File: src/rtl/alu_pkg.sv
// Shared types and constants for the sequential ALU and its multiplier.
package alu_pkg;

  typedef enum logic [3:0] {
    ALU_ADD  = 4'd0,
    ALU_SUB  = 4'd1,
    ALU_AND  = 4'd2,
    ALU_OR   = 4'd3,
    ALU_NOT  = 4'd4,
    ALU_XOR  = 4'd5,
    ALU_NAND = 4'd6,
    ALU_NOR  = 4'd7,
    ALU_SHL  = 4'd8,
    ALU_SHR  = 4'd9,
    ALU_SAR  = 4'd10,
    ALU_MUL  = 4'd11
  } alu_op_e;

  typedef enum logic [1:0] {
    ST_IDLE = 2'd0,
    ST_BUSY = 2'd1,
    ST_DONE = 2'd2
  } alu_state_e;

  // Bit positions inside the packed flag word.
  localparam int FLAG_CARRY = 0;
  localparam int FLAG_ZERO  = 1;
  localparam int FLAG_NEG   = 2;
  localparam int FLAG_OVF   = 3;
  localparam int FLAG_W     = 4;

  // Signed overflow of an addition given the operand and result sign bits.
  // For subtraction pass the sign of the inverted subtrahend.
  function automatic logic add_ovf(input logic sa, input logic sb, input logic sr);
    return (sa == sb) && (sr != sa);
  endfunction

endpackage

File: src/rtl/alu_mul_seq.sv
// Shift-add unsigned multiplier: one partial-product iteration per cycle,
// WIDTH iterations per product. done/prod are valid in the cycle of the last
// iteration so the owner can capture the product on the same edge.
module alu_mul_seq
  import alu_pkg::*;
#(
  parameter int WIDTH = 8
) (
  input  logic                 clk,
  input  logic                 rst_n,
  input  logic                 start,
  input  logic [WIDTH-1:0]     a,
  input  logic [WIDTH-1:0]     b,
  output logic                 busy,
  output logic                 done,
  output logic [2*WIDTH-1:0]   prod
);

  localparam int CNT_W = $clog2(WIDTH);

  logic [2*WIDTH-1:0] mcand_q;
  logic [WIDTH-1:0]   mplier_q;
  logic [2*WIDTH-1:0] acc_q;
  logic [2*WIDTH-1:0] acc_d;
  logic [CNT_W-1:0]   cnt_q;
  logic               busy_q;
  logic               last_s;

  assign acc_d  = acc_q + (mplier_q[0] ? mcand_q : {(2*WIDTH){1'b0}});
  assign last_s = (cnt_q == CNT_W'(WIDTH - 1));
  assign busy   = busy_q;
  assign done   = busy_q && last_s;
  assign prod   = acc_d;

  // Operand capture on start, then one shift-add step per cycle while busy.
  always_ff @(posedge clk or negedge rst_n) begin
    if (!rst_n) begin
      mcand_q  <= {(2*WIDTH){1'b0}};
      mplier_q <= {WIDTH{1'b0}};
      acc_q    <= {(2*WIDTH){1'b0}};
      cnt_q    <= {CNT_W{1'b0}};
      busy_q   <= 1'b0;
    end else if (start) begin
      mcand_q  <= {{WIDTH{1'b0}}, a};
      mplier_q <= b;
      acc_q    <= {(2*WIDTH){1'b0}};
      cnt_q    <= {CNT_W{1'b0}};
      busy_q   <= 1'b1;
    end else if (busy_q) begin
      acc_q    <= acc_d;
      mcand_q  <= {mcand_q[2*WIDTH-2:0], 1'b0};
      mplier_q <= {1'b0, mplier_q[WIDTH-1:1]};
      if (last_s) begin
        cnt_q  <= {CNT_W{1'b0}};
        busy_q <= 1'b0;
      end else begin
        cnt_q  <= cnt_q + {{(CNT_W-1){1'b0}}, 1'b1};
      end
    end else begin
      busy_q <= 1'b0;
    end
  end

endmodule

File: src/rtl/alu_seq.sv
// Registered ALU with valid/ready handshakes, status flags, shifts and a
// multi-cycle multiplier. Single-cycle ops complete one edge after accept;
// MUL completes WIDTH edges after accept.
module alu_seq
  import alu_pkg::*;
#(
  parameter int WIDTH = 8
) (
  input  logic             clk,
  input  logic             rst_n,
  input  logic             in_valid,
  output logic             in_ready,
  input  logic [3:0]       op,
  input  logic [WIDTH-1:0] a,
  input  logic [WIDTH-1:0] b,
  output logic             out_valid,
  input  logic             out_ready,
  output logic [WIDTH-1:0] result,
  output logic [WIDTH-1:0] result_hi,
  output logic             carry,
  output logic             zero,
  output logic             neg,
  output logic             ovf
);

  localparam int SHW = $clog2(WIDTH);

  alu_state_e          state_q;
  logic                out_valid_q;
  logic [WIDTH-1:0]    result_q;
  logic [WIDTH-1:0]    result_hi_q;
  logic [FLAG_W-1:0]   flags_q;

  logic [WIDTH-1:0]    res_d;
  logic [FLAG_W-1:0]   flags_d;
  logic [FLAG_W-1:0]   mul_flags_s;

  logic                accept_s;
  logic                is_mul_s;
  logic                mul_start_s;
  logic                mul_busy_s;
  logic                mul_done_s;
  logic [2*WIDTH-1:0]  mul_prod_s;

  logic [SHW-1:0]      shamt_s;
  logic                shamt_nz_s;
  logic [WIDTH:0]      add_s;
  logic [WIDTH:0]      sub_s;
  logic [WIDTH:0]      shl_s;
  logic [WIDTH:0]      shr_s;
  logic signed [WIDTH:0] sar_s;

  assign in_ready    = (state_q == ST_IDLE) || ((state_q == ST_DONE) && out_ready);
  assign accept_s    = in_valid && in_ready;
  assign is_mul_s    = (op == ALU_MUL);
  assign mul_start_s = accept_s && is_mul_s;

  // One extra bit on each shift holds the last bit shifted out.
  assign shamt_s    = b[SHW-1:0];
  assign shamt_nz_s = |shamt_s;
  assign add_s      = {1'b0, a} + {1'b0, b};
  assign sub_s      = {1'b0, a} + {1'b0, ~b} + {{WIDTH{1'b0}}, 1'b1};
  assign shl_s      = {1'b0, a} << shamt_s;
  assign shr_s      = {a, 1'b0} >> shamt_s;
  assign sar_s      = $signed({a, 1'b0}) >>> shamt_s;

  alu_mul_seq #(.WIDTH(WIDTH)) u_mul (
    .clk   (clk),
    .rst_n (rst_n),
    .start (mul_start_s),
    .a     (a),
    .b     (b),
    .busy  (mul_busy_s),
    .done  (mul_done_s),
    .prod  (mul_prod_s)
  );

  // Single-cycle datapath: result word and flags for every non-MUL opcode.
  always_comb begin
    res_d   = {WIDTH{1'b0}};
    flags_d = {FLAG_W{1'b0}};
    case (op)
      ALU_ADD: begin
        res_d               = add_s[WIDTH-1:0];
        flags_d[FLAG_CARRY] = add_s[WIDTH];
        flags_d[FLAG_OVF]   = add_ovf(a[WIDTH-1], b[WIDTH-1], add_s[WIDTH-1]);
      end
      ALU_SUB: begin
        res_d               = sub_s[WIDTH-1:0];
        flags_d[FLAG_CARRY] = sub_s[WIDTH];
        flags_d[FLAG_OVF]   = add_ovf(a[WIDTH-1], ~b[WIDTH-1], sub_s[WIDTH-1]);
      end
      ALU_AND:  res_d = a & b;
      ALU_OR:   res_d = a | b;
      ALU_NOT:  res_d = ~a;
      ALU_XOR:  res_d = a ^ b;
      ALU_NAND: res_d = ~(a & b);
      ALU_NOR:  res_d = ~(a | b);
      ALU_SHL: begin
        res_d               = shl_s[WIDTH-1:0];
        flags_d[FLAG_CARRY] = shamt_nz_s & shl_s[WIDTH];
      end
      ALU_SHR: begin
        res_d               = shr_s[WIDTH:1];
        flags_d[FLAG_CARRY] = shamt_nz_s & shr_s[0];
      end
      ALU_SAR: begin
        res_d               = sar_s[WIDTH:1];
        flags_d[FLAG_CARRY] = shamt_nz_s & sar_s[0];
      end
      ALU_MUL: res_d = {WIDTH{1'b0}};
      default: begin
        // Reserved opcodes execute as ADD and flag the illegal op via ovf.
        res_d               = add_s[WIDTH-1:0];
        flags_d[FLAG_CARRY] = add_s[WIDTH];
        flags_d[FLAG_OVF]   = 1'b1;
      end
    endcase
    flags_d[FLAG_ZERO] = (res_d == {WIDTH{1'b0}});
    flags_d[FLAG_NEG]  = res_d[WIDTH-1];
  end

  // Flags for a completed product, taken over the full double-width word.
  always_comb begin
    mul_flags_s             = {FLAG_W{1'b0}};
    mul_flags_s[FLAG_ZERO]  = (mul_prod_s == {(2*WIDTH){1'b0}});
    mul_flags_s[FLAG_NEG]   = mul_prod_s[2*WIDTH-1];
    mul_flags_s[FLAG_OVF]   = (mul_prod_s[2*WIDTH-1:WIDTH] != {WIDTH{1'b0}});
  end

  // Control FSM with registered result, flags and out_valid.
  always_ff @(posedge clk or negedge rst_n) begin
    if (!rst_n) begin
      state_q     <= ST_IDLE;
      out_valid_q <= 1'b0;
      result_q    <= {WIDTH{1'b0}};
      result_hi_q <= {WIDTH{1'b0}};
      flags_q     <= {FLAG_W{1'b0}};
    end else begin
      case (state_q)
        ST_IDLE, ST_DONE: begin
          if (accept_s && is_mul_s) begin
            state_q     <= ST_BUSY;
            out_valid_q <= 1'b0;
          end else if (accept_s) begin
            state_q     <= ST_DONE;
            out_valid_q <= 1'b1;
            result_q    <= res_d;
            result_hi_q <= {WIDTH{1'b0}};
            flags_q     <= flags_d;
          end else if ((state_q == ST_DONE) && out_ready) begin
            state_q     <= ST_IDLE;
            out_valid_q <= 1'b0;
          end else begin
            state_q     <= state_q;
          end
        end
        ST_BUSY: begin
          if (mul_done_s) begin
            state_q     <= ST_DONE;
            out_valid_q <= 1'b1;
            result_q    <= mul_prod_s[WIDTH-1:0];
            result_hi_q <= mul_prod_s[2*WIDTH-1:WIDTH];
            flags_q     <= mul_flags_s;
          end else if (!mul_busy_s) begin
            // Multiplier lost its operation: recover rather than wait forever.
            state_q     <= ST_IDLE;
            out_valid_q <= 1'b0;
          end else begin
            state_q     <= ST_BUSY;
          end
        end
        default: begin
          state_q     <= ST_IDLE;
          out_valid_q <= 1'b0;
        end
      endcase
    end
  end

  assign out_valid = out_valid_q;
  assign result    = result_q;
  assign result_hi = result_hi_q;
  assign carry     = flags_q[FLAG_CARRY];
  assign zero      = flags_q[FLAG_ZERO];
  assign neg       = flags_q[FLAG_NEG];
  assign ovf       = flags_q[FLAG_OVF];

endmodule

File: config.mk
export PLATFORM = sky130hd
export DESIGN_NAME = alu_seq
export DESIGN_NICKNAME = d
export VERILOG_FILES = /design/src/rtl/alu_pkg.sv /design/src/rtl/alu_mul_seq.sv /design/src/rtl/alu_seq.sv
export SDC_FILE = /design/constraint.sdc
export NUM_CORES = 1
export LEC_CHECK = 0
export BUFFER_PORTS_ARGS = -buffer_cell sky130_fd_sc_hd__buf_2
export CAP_MARGIN = 20
export CORE_ASPECT_RATIO = 0.9
export CORE_MARGIN = 2
export CORE_UTILIZATION = 60
export CTS_CLUSTER_DIAMETER = 80
export DETAILED_ROUTE_END_ITERATION = 8
export GPL_TIMING_DRIVEN = 0
export PLACE_DENSITY_LB_ADDON = 0.2
export SYNTH_ARGS = -nofsm -noshare
export SYNTH_HDL_FRONTEND = slang
export SYNTH_SLANG_ARGS = --single-unit
export TNS_END_PERCENT = 1
File: constraint.sdc
create_clock -name clk -period 5.6 [get_ports clk]
set_input_delay 1.12 -clock clk [delete_from_list [all_inputs] [get_ports clk]]
set_output_delay 1.12 -clock clk [all_outputs]
set_load 0.01 [all_outputs]
==> impl_metrics.ini <==
[status]
status = completed

[route]
drt-total-wl_um = 18100
first_iter_violations = 752
ant_nets = 0
vias = 5889
dr.pass1.iters = 7
via_per_inst = 6.62
drc = 0
drt-wirelength-per-cell_um = 20.4

[logic_synthesis]
synth_top_family_by_area = compound AO/OA/AOI/OAI gates
synth_mux_area_share_pct = 10.4
synthSimpleGateAreaFrac_pct = 20.1
netlist_area_um2 = 5950
yosysTopAreaCell = dfrtp_1
synth_edf_count = 0
ys_ff_latch = 67
synth-compound-area-share_pct = 23.3
synth_fa_ha_area_share_pct = 9.84
synthXorXnorAreaFrac_pct = 3.24
synth-seq-area-share_pct = 28.2
synth_area_per_cell_um2 = 8.45
synth_nets = 773
syn_inst = 704
synth-main-ff-cell = dfrtp_1
yosys_warnings = 0
synth_cell_type_count = 70
synth_top_area_share_pct = 28.2
yosys-top-cells-area = dfrtp_1 28%, ha_1 8.8%, mux2i_1 7.7%
synthArstFlopShare_pct = 100

[clock_network]
clockRootBuffer = clkbuf_8
cts-htree-levels = 3
cts_sinks = 67
clk_pin_slew_worst_paths_ps = 70
cts_buffers = 9
clockBufferDepth = 2
post_cts_buffers = 0
cts_resized = 0
postCtsHoldBufs = 0
cts_tree = yes
clock_latency_ps = 350

[power_and_ir_drop]
power.density_nw_per_um2 = 351
ir_drop_v = 0.000262
power_leakage_uw = 0.00297

[die]
ios = 46
die_w_um = 109
die_h_um = 98.5
row_count = 34
start_util_pct = 61.6
coreArea_um2 = 9660
dieArea_um2 = 10700

[placed_design]
portBuffers = 44
gp_congestion = 1.03
dp_hpwl_um = 14100

[min_path]
hold_class = register to register

[job]
cap_violations = 0

[sta]
post-route-period-util_pct = 74.4
hold_ws_ps = 479
rsz0062_at_grt = no
max_slew_margin_pct = 32.1
finalSetupViolations = 0
finalHoldViolCount = 0
clock_skew_ps = 10.4
slew_violations = 0
fmax_mhz = 240
tns_ps = 0
fin_crit_ps = 4160
worstMarginPinSlew_ps = 1000

[grt]
grt_pass1_vias = 5440
gr-usage-all-layers_pct = 34.8
grt_pass1_wl_um = 28700
grt_start_max_net_pins = 68
grt_overflow = 0
antenna_found_initial = 0

[critical_path]
cp-end-kind = register
critPathMaxStageDelay_ps = 620
r2r_slack_ps = 1900
worstSetupStartpointType = input port
crit_chain = buf_2 -> inv_1 -> clkbuf_1 -> ha_1 -> a21o_1 -> a211o_1 -> a2111oi_0 -> o21ai_0 -> o311ai_0 -> a21oi_1 -> and2_1 -> a211o_1
crit_top_cell = a211o_1
cp.required_ps = 5830
cp_slowest_cell = a2111oi_0
arrival_ps = 4400
worstSetupPathType = input port to register
cp_max_fo = 11

[finish]
area_delta_synth_final_pct = 9.67
layout-drive-gt1-share_pct = 12.4
antenna_cells = 0
fill_cells = 825
final_core_util_pct = 67.6
finalNetCount = 828
[report_power, final]
group / switching (uW) / total, uW / internal (uW)
Combinational: 700 / 1150 / 451
Clock: 188 / 405 / 217
Sequential: 96.3 / 732 / 636
[per-stage QoR]
stage          instance area, um^2  power [uW]  cells  setup slack (ps)
3_5_place_dp                  6330        1850    874              1160
4_1_cts                       6530        2260    890              1530
2_1_floorplan                 5950        1530    704              1850
3_3_place_gp                  6330        1810    874              1180
6_report                      6530        2290    890              1440
5_1_grt                       6530        2440    890              1290
[cells by family after synthesis]
kind of cell / Yosys count
AND/OR/NAND/NOR: 238
AO/OA/AOI/OAI: 203
buffers and inverters: 75
flip-flops: 67
multiplexers: 54
adder cells (fa/ha/maj): 45
XOR/XNOR: 22
[cells in the mapped netlist, types with 4 or more instances]
library cell  number
nor2_1            66
and2_1            26
inv_1             31
o21bai_1           4
a21o_1            11
or2_2              8
clkbuf_1          29
o211ai_1           7
nor4_1             4
a211oi_1          11
a22o_1             6
buf_2             12
o22ai_1            5
mux2i_1           46
o21a_1             4
o21ai_0           52
dfrtp_1           67
mux4_2             6
a22oi_1            8
and3_1             6
xor2_1             4
xnor2_1           18
nand2b_1          11
nand2_1           47
nor3_1            16
o31ai_1            9
ha_1              42
a21oi_1           39
nand3_1           18
a311oi_1           6
a211o_1            4
nor2b_1           18
[critical path: cells and delay by family]
family | cells | cell delay (ps)
buffers and inverters | 3 | 750
AND/OR/NAND/NOR | 1 | 200
AO/OA/AOI/OAI | 7 | 1940
adder cells (fa/ha/maj) | 1 | 370
[flip-flops by register name, summed over array words and instances, names as in the netlist]
name	cells
u_mul.mcand_q	16
flags_q	4
u_mul.busy	1
result	8
out_valid	1
result_hi	8
u_mul.mplier_q	8
state_q	2
u_mul.cnt_q	3
u_mul.acc_q	16
[path summary, 6_finish.rpt]
path                                    from           endpoint  depth (start not counted)
min in group asynchronous              rst_n       result_hi[6]                          1
max in group asynchronous              rst_n  u_mul.mplier_q[1]                          1
hold reg to reg                 result_hi[7]       result_hi[7]                          1
hold / removal                  result_hi[7]       result_hi[7]                          1
setup / recovery                        b[1]         flags_q[2]                         12
setup reg to reg           u_mul.mplier_q[0]         flags_q[3]                         11
[area by class of cell]
cell class,count,area (um^2),share of cell area [%]
inverters,32,120,1.84
clock buffers,12,145,2.22
flip-flops and latches,67,1680,25.7
multi-input cells,562,3980,60.9
plain buffers,43,176,2.70
clock inverters,4,50.0,0.767
repair buffers,44,223,3.41
well taps,126,158,2.42
[layout by cell type (no fill, tap or decap), types with 5 or more instances in the layout]
| cell type | n |
|---|---|
| nand2_1 | 47 |
| xnor2_1 | 18 |
| and2_1 | 26 |
| nor3_1 | 16 |
| a21o_1 | 11 |
| mux4_2 | 6 |
| a22oi_1 | 8 |
| a211oi_1 | 11 |
| nand2b_1 | 11 |
| dfrtp_1 | 67 |
| nor2_1 | 66 |
| o22ai_1 | 5 |
| clkbuf_8 | 10 |
| buf_2 | 55 |
| o211ai_1 | 7 |
| clkbuf_1 | 31 |
| a22o_1 | 6 |
| inv_1 | 31 |
| o21ai_0 | 52 |
| mux2i_1 | 46 |
| nor2b_1 | 18 |
| a311oi_1 | 6 |
| and3_1 | 6 |
| o31ai_1 | 9 |
| or2_2 | 8 |
| ha_1 | 42 |
| a21oi_1 | 39 |
| nand3_1 | 18 |
[layer usage]
metal	track usage, %	routed length [um]	vias to the layer above
li1	-	-	2674
met1	54.2	8300	2828
met2	46.5	7240	345
met3	10.3	2250	42
met4	9.47	346	0
met5	0	0	-
(Power assumes the default switching activity.)
